**src/rtl/dual_port_ram_be.sv**
```systemverilog
// Simple dual-port synchronous RAM with per-byte write enables, 1- or
// 2-cycle read latency, selectable read-during-write behaviour, a post-reset
// clear sequencer and a sticky out-of-range flag.
// Optional feature macro: DPRAM_COLL_CNT_EN adds the COLL_CNT collision counter.
module dual_port_ram_be #(
  parameter int                    DATA_WIDTH = 16,
  parameter int                    ADDR_WIDTH = 4,
  parameter int                    DEPTH      = 16,
  parameter int                    RD_LATENCY = 1,
  parameter int                    RDW_MODE   = 0,
  parameter logic [DATA_WIDTH-1:0] INIT_VAL   = '0
) (
  input  logic                    CLK,
  input  logic                    RST_N,
  input  logic                    EN_WR,
  input  logic [DATA_WIDTH/8-1:0] BE_WR,
  input  logic [ADDR_WIDTH-1:0]   ADDR_WR,
  input  logic [DATA_WIDTH-1:0]   D_IN,
  input  logic                    EN_RD,
  input  logic [ADDR_WIDTH-1:0]   ADDR_RD,
  output logic [DATA_WIDTH-1:0]   D_OUT,
  output logic                    VALID_OUT,
  output logic                    BUSY,
  output logic                    OOR_ERR
`ifdef DPRAM_COLL_CNT_EN
  ,
  output logic [15:0]             COLL_CNT
`endif
);

  localparam int                    BE_WIDTH  = DATA_WIDTH / 8;
  localparam logic [ADDR_WIDTH:0]   DEPTH_LIM = (ADDR_WIDTH + 1)'(DEPTH);
  localparam logic [ADDR_WIDTH-1:0] LAST_ADDR = ADDR_WIDTH'(DEPTH - 1);

  typedef enum logic {
    ST_CLEAR = 1'b0,
    ST_IDLE  = 1'b1
  } state_t;

  // Merge enabled byte lanes of the new word over the old word.
  function automatic logic [DATA_WIDTH-1:0] merge_bytes(
    input logic [DATA_WIDTH-1:0] old_word,
    input logic [DATA_WIDTH-1:0] new_word,
    input logic [BE_WIDTH-1:0]   be
  );
    logic [DATA_WIDTH-1:0] res;
    res = old_word;
    for (int i = 0; i < BE_WIDTH; i++) begin
      if (be[i]) begin
        res[8*i +: 8] = new_word[8*i +: 8];
      end
    end
    return res;
  endfunction

  // Saturating 16-bit increment.
  function automatic logic [15:0] sat_inc16(input logic [15:0] val);
    return (val == 16'hFFFF) ? val : val + 16'd1;
  endfunction

  state_t                  state_q, state_d;
  logic [ADDR_WIDTH-1:0]   ptr_q, ptr_d;
  logic                    clr_we;

  logic [DATA_WIDTH-1:0]   mem [DEPTH];

  logic                    idle;
  logic                    wr_in_range, rd_in_range;
  logic [ADDR_WIDTH-1:0]   wr_idx, rd_idx;
  logic                    wr_acc, rd_req, collision;
  logic [DATA_WIDTH-1:0]   old_word, merged_word, rd_word;
  logic                    oor_q;

  // Clear-sequencer state and pointer register; reset restarts the clear.
  always_ff @(posedge CLK) begin
    if (!RST_N) begin
      state_q <= ST_CLEAR;
      ptr_q   <= '0;
    end else begin
      state_q <= state_d;
      ptr_q   <= ptr_d;
    end
  end

  // Next-state logic: walk the pointer through every word, then go idle.
  always_comb begin
    state_d = state_q;
    ptr_d   = ptr_q;
    clr_we  = 1'b0;
    unique case (state_q)
      ST_CLEAR: begin
        clr_we = RST_N;
        if (ptr_q == LAST_ADDR) begin
          state_d = ST_IDLE;
          ptr_d   = '0;
        end else begin
          ptr_d   = ptr_q + ADDR_WIDTH'(1);
        end
      end
      ST_IDLE: begin
        state_d = ST_IDLE;
      end
      default: begin
        state_d = ST_CLEAR;
        ptr_d   = '0;
      end
    endcase
  end

  assign BUSY = (state_q == ST_CLEAR);
  assign idle = (state_q == ST_IDLE) && RST_N;

  // Out-of-range addresses are steered to word 0 so the array is never
  // indexed past DEPTH; their effects are masked by the in-range flags.
  assign wr_in_range = ({1'b0, ADDR_WR} < DEPTH_LIM);
  assign rd_in_range = ({1'b0, ADDR_RD} < DEPTH_LIM);
  assign wr_idx      = wr_in_range ? ADDR_WR : '0;
  assign rd_idx      = rd_in_range ? ADDR_RD : '0;

  assign wr_acc    = idle && EN_WR && wr_in_range;
  assign rd_req    = idle && EN_RD;
  assign collision = wr_acc && rd_req && rd_in_range && (ADDR_WR == ADDR_RD);

  assign old_word    = mem[rd_idx];
  assign merged_word = merge_bytes(old_word, D_IN, BE_WR);

  // Write-through only when configured; out-of-range reads return zero.
  always_comb begin
    rd_word = '0;
    if (rd_in_range) begin
      rd_word = (collision && (RDW_MODE == 1)) ? merged_word : old_word;
    end
  end

  // Storage array: clear-sequencer writes take priority over user writes.
  always_ff @(posedge CLK) begin
    if (clr_we) begin
      mem[ptr_q] <= INIT_VAL;
    end else if (wr_acc) begin
      for (int i = 0; i < BE_WIDTH; i++) begin
        if (BE_WR[i]) begin
          mem[wr_idx][8*i +: 8] <= D_IN[8*i +: 8];
        end
      end
    end
  end

  generate
    if (RD_LATENCY == 2) begin : g_lat2
      logic [DATA_WIDTH-1:0] rd_data_p0;
      logic                  vld_p0;
      logic [DATA_WIDTH-1:0] rd_data_p1;
      logic                  vld_p1;

      // Stage p0: capture array word at the accept edge.
      always_ff @(posedge CLK) begin
        if (!RST_N) begin
          vld_p0 <= 1'b0;
        end else begin
          vld_p0 <= rd_req;
        end
      end

      // Stage p0 data: loaded only on accepted reads.
      always_ff @(posedge CLK) begin
        if (rd_req) begin
          rd_data_p0 <= rd_word;
        end
      end

      // Stage p1: output register, holds value when no read completes.
      always_ff @(posedge CLK) begin
        if (!RST_N) begin
          vld_p1     <= 1'b0;
          rd_data_p1 <= '0;
        end else begin
          vld_p1 <= vld_p0;
          if (vld_p0) begin
            rd_data_p1 <= rd_data_p0;
          end
        end
      end

      assign D_OUT     = rd_data_p1;
      assign VALID_OUT = vld_p1;
    end else begin : g_lat1
      logic [DATA_WIDTH-1:0] rd_data_p0;
      logic                  vld_p0;

      // Stage p0: output register loaded at the accept edge, held otherwise.
      always_ff @(posedge CLK) begin
        if (!RST_N) begin
          vld_p0     <= 1'b0;
          rd_data_p0 <= '0;
        end else begin
          vld_p0 <= rd_req;
          if (rd_req) begin
            rd_data_p0 <= rd_word;
          end
        end
      end

      assign D_OUT     = rd_data_p0;
      assign VALID_OUT = vld_p0;
    end
  endgenerate

  // Sticky out-of-range flag, set only by requests seen while idle.
  always_ff @(posedge CLK) begin
    if (!RST_N) begin
      oor_q <= 1'b0;
    end else if (idle && ((EN_WR && !wr_in_range) || (EN_RD && !rd_in_range))) begin
      oor_q <= 1'b1;
    end
  end

  assign OOR_ERR = oor_q;

`ifdef DPRAM_COLL_CNT_EN
  logic [15:0] coll_cnt_q;

  // Saturating count of same-address read/write collisions.
  always_ff @(posedge CLK) begin
    if (!RST_N) begin
      coll_cnt_q <= '0;
    end else if (collision) begin
      coll_cnt_q <= sat_inc16(coll_cnt_q);
    end
  end

  assign COLL_CNT = coll_cnt_q;
`endif

endmodule

```
**config.mk**
```make
export PLATFORM = sky130hd
export DESIGN_NAME = dual_port_ram_be
export DESIGN_NICKNAME = d
export VERILOG_FILES = /design/src/rtl/dual_port_ram_be.sv
export SDC_FILE = /design/constraint.sdc
export NUM_CORES = 1
export LEC_CHECK = 0
export BUFFER_PORTS_ARGS = -buffer_cell sky130_fd_sc_hd__clkbuf_2
export CAP_MARGIN = 20
export CELL_PAD_IN_SITES_DETAIL_PLACEMENT = 1
export CELL_PAD_IN_SITES_GLOBAL_PLACEMENT = 1
export CORE_UTILIZATION = 40
export DETAILED_ROUTE_END_ITERATION = 10
export GPL_ROUTABILITY_DRIVEN = 1
export GPL_TIMING_DRIVEN = 0
export PLACE_DENSITY = 0.7
export SLEW_MARGIN = 20
export SYNTH_ARGS = -nofsm -noshare
export SYNTH_HDL_FRONTEND = slang
export SYNTH_SLANG_ARGS = --single-unit
```
**constraint.sdc**
```tcl
create_clock -name CLK -period 2.2 [get_ports CLK]
set_input_delay 0.11 -clock CLK [delete_from_list [all_inputs] [get_ports CLK]]
set_output_delay 0.11 -clock CLK [all_outputs]
set_load 0.005 [all_outputs]
```
==> flow_metrics.tcl <==
set metrics [dict create \
    pwr-share-seq 0.543 \
    drc_errors 0 \
    antenna_found_initial 0 \
    drt-total-wl_mm 26.8 \
    grt_max_degree 17 \
    crit_path_end_kind "flip-flop" \
    drv_cap 0 \
    synth_seq_cells 278 \
    internal_power_mw 8.41 \
    grt_pass1_vias 6309 \
    p_sw_mw 2.23 \
    swShare 0.210 \
    ir_drop_mv 0.648 \
    syn_nets 620 \
    cellPowerDensity_nw_per_um2 803 \
    n_antenna_cell 0 \
    drt_iter0_drc 444 \
    setup-violations-final 0 \
    ys_seq_area_frac 0.736 \
    clock_sinks 278 \
    clock-skew-final_ps 10.1 \
    yosys-top-cells-area "edfxtp_1 (70%), mux4_2 (6.7%), mux2i_1 (4.5%)" \
    num_rows 60 \
    drtAntennaViolNets 0 \
    rr_worst_depth 7 \
    chipHeight_um 168 \
    place_ws_ps -572 \
    num_vias 5801 \
    pin_count 49 \
    port_buffers 44 \
    pwr-share-clk 0.404 \
    htreeDepth 1 \
    start_kind "flip-flop" \
    clockBufferDepth 3 \
    period_minus_slack_ps 2130 \
    viasPerCell 5.51 \
    dieWidth_um 168 \
    syn_to_final_growth_pct 19.9 \
    leakage_nw 4.67 \
    worstHoldPathType "primary input to flip-flop" \
    cts_buffers 26 \
    synth_area_um2 11000 \
    synth_edf_count 256 \
    cts_root_buf "clkbuf_16" \
    synth_common_cells "edfxtp_1 (256), mux2i_1 (50), nor2_1 (38)" \
    grt_pass1_wl_mm 39.4 \
    fp.coreArea_um2 27000 \
    yosysTopAreaCellShare 0.696 \
    tightest_slew_ps 827 \
    maxSlewViolCount 0 \
    status "completed" \
    grt_use_total 0.190 \
    hold_viol 0 \
    slew_headroom 0.449 \
    finalNetCount 724 \
    place.gp.congestion 0.809 \
    hpwl_mm 17.5 \
    synth_top_area_cell "edfxtp_1" \
    postSynthAreaPerCell_um2 18.7 \
    synthFlopType "edfxtp_1" \
    avgRoutedWirePerCell_um 25.4 \
    synthArstFlopShare 0 \
    insertion_delay_ps 530 \
    critPathMaxFanout 10 \
    syn_inst 589 \
    whs_path_depth 3 \
    fin_ws_ps 66.0 \
    fin_util 0.490 \
    crit_arrival_ps 2370 \
    yosysWarningCount 0 \
    floorplan.initialDensity 0.409 \
    dr.pass1.iters 6 \
    post-route-period-util 0.970 \
    worstSetupPathType "flip-flop to flip-flop" \
    crit_required_ps 2440 \
    combPwrFrac 0.053 \
    fmax_ghz 0.469 \
    synth.distinct_cells 38 \
    drive_gt1_frac 0.348 \
    path_clk_slew_ps 60 \
    power_mw 10.6 \
    overflow 0 \
    synth.most_common_cell "edfxtp_1" \
    cts_tree "done" \
    dieArea_um2 28300 \
]
## worst max-delay path, stage by stage, from the launching register on
cell	delay (ps)
dfxtp_1	310
buf_4	200
o2111a_1	210
buf_4	210
mux2_4	360
nand2b_4	220
nor2_4	160
buf_4	170
## power by group through the flow
stage	clock [mW]	combinational, mW	sequential, mW
global placement	0	0.434	5.89
global route	4.51	0.599	5.78
CTS	4.35	0.526	5.78
detailed placement	0	0.450	5.89
floorplan	0	0.300	5.88
finish	4.30	0.567	5.78
## routing by layer
layer  global-route usage  up-vias  wire, um
met5                    0        -         0
met4               0.0625        0       657
met3               0.0256       46      1010
met2                0.333      143     14100
met1                0.244     3042     11000
li1                     -     2570         -
## flip-flops by register name, summed over array words and instances (netlist names)
signal	cells
D_OUT	16
VALID_OUT	1
mem	256
ptr_q	4
state_q	1
## placed cells by master (no fill, tap or decap), drive strengths merged, types with 8 or more instances in the layout
master	netlist	routed
a22oi	12	12
dfxtp	22	22
nand2b	8	8
buf	24	55
mux2	14	14
nand2	23	23
clkinv	0	13
o21ai	13	13
nor2	38	38
clkbuf	8	85
a221oi	15	15
nor2b	13	13
mux2i	50	50
mux4	45	45
and2	19	19
edfxtp	256	256
## per-stage QoR
step | TNS, ps | cells | hold WS, ps | instance area [um^2]
2_1_floorplan | 0 | 589 | 214 | 11000
3_3_place_gp | -96750 | 974 | 441 | 11700
3_5_place_dp | -137480 | 974 | 445 | 11700
4_1_cts | -6720 | 1036 | 65.9 | 13100
5_1_grt | -68.9 | 1053 | 94.1 | 13200
6_report | 0 | 1053 | 91.8 | 13200
## timing repair
item	CTS	global route
endpoints found under the setup margin	416	192
buffers inserted	14	17
hold buffers	1	0
endpoints found under the hold margin	4	0
gates resized for setup	92	14
pin swaps	10	0
## worst paths after layout
| path | startpoint | to | slack, ps |
|---|---|---|---|
| worst max-delay path | state_q$_SDFF_PN0_ | mem[15][9]$_DFFE_PP_ | 70 |
| worst min-delay path | RST_N | state_q$_SDFF_PN0_ | 90 |
| worst max register to register | state_q$_SDFF_PN0_ | mem[15][9]$_DFFE_PP_ | 70 |
| worst min register to register | D_OUT[8]$_SDFFE_PN0P_ | D_OUT[8]$_SDFFE_PN0P_ | 480 |
## cell families after synthesis
kind of cell,count (synthesis),share of synthesized area
AO/OA/AOI/OAI,55,0.0392
XOR/XNOR,1,0.000793
adder cells (fa/ha/maj),1,0.00113
buffers and inverters,34,0.0193
flip-flops,278,0.736
multiplexers,109,0.155
other,1,0.000340
AND/OR/NAND/NOR,110,0.0478
## final cells by class
cell class              count  area [um^2]
plain buffers              32          213
multi-input cells         277         3090
clock buffers              33          718
well taps                 341          427
inverters                   2         7.51
fillers                  2517        13800
flip-flops and latches    278         8130
repair buffers             76          576
clock inverters            14         86.3
Power figures use the tool's default switching activity.
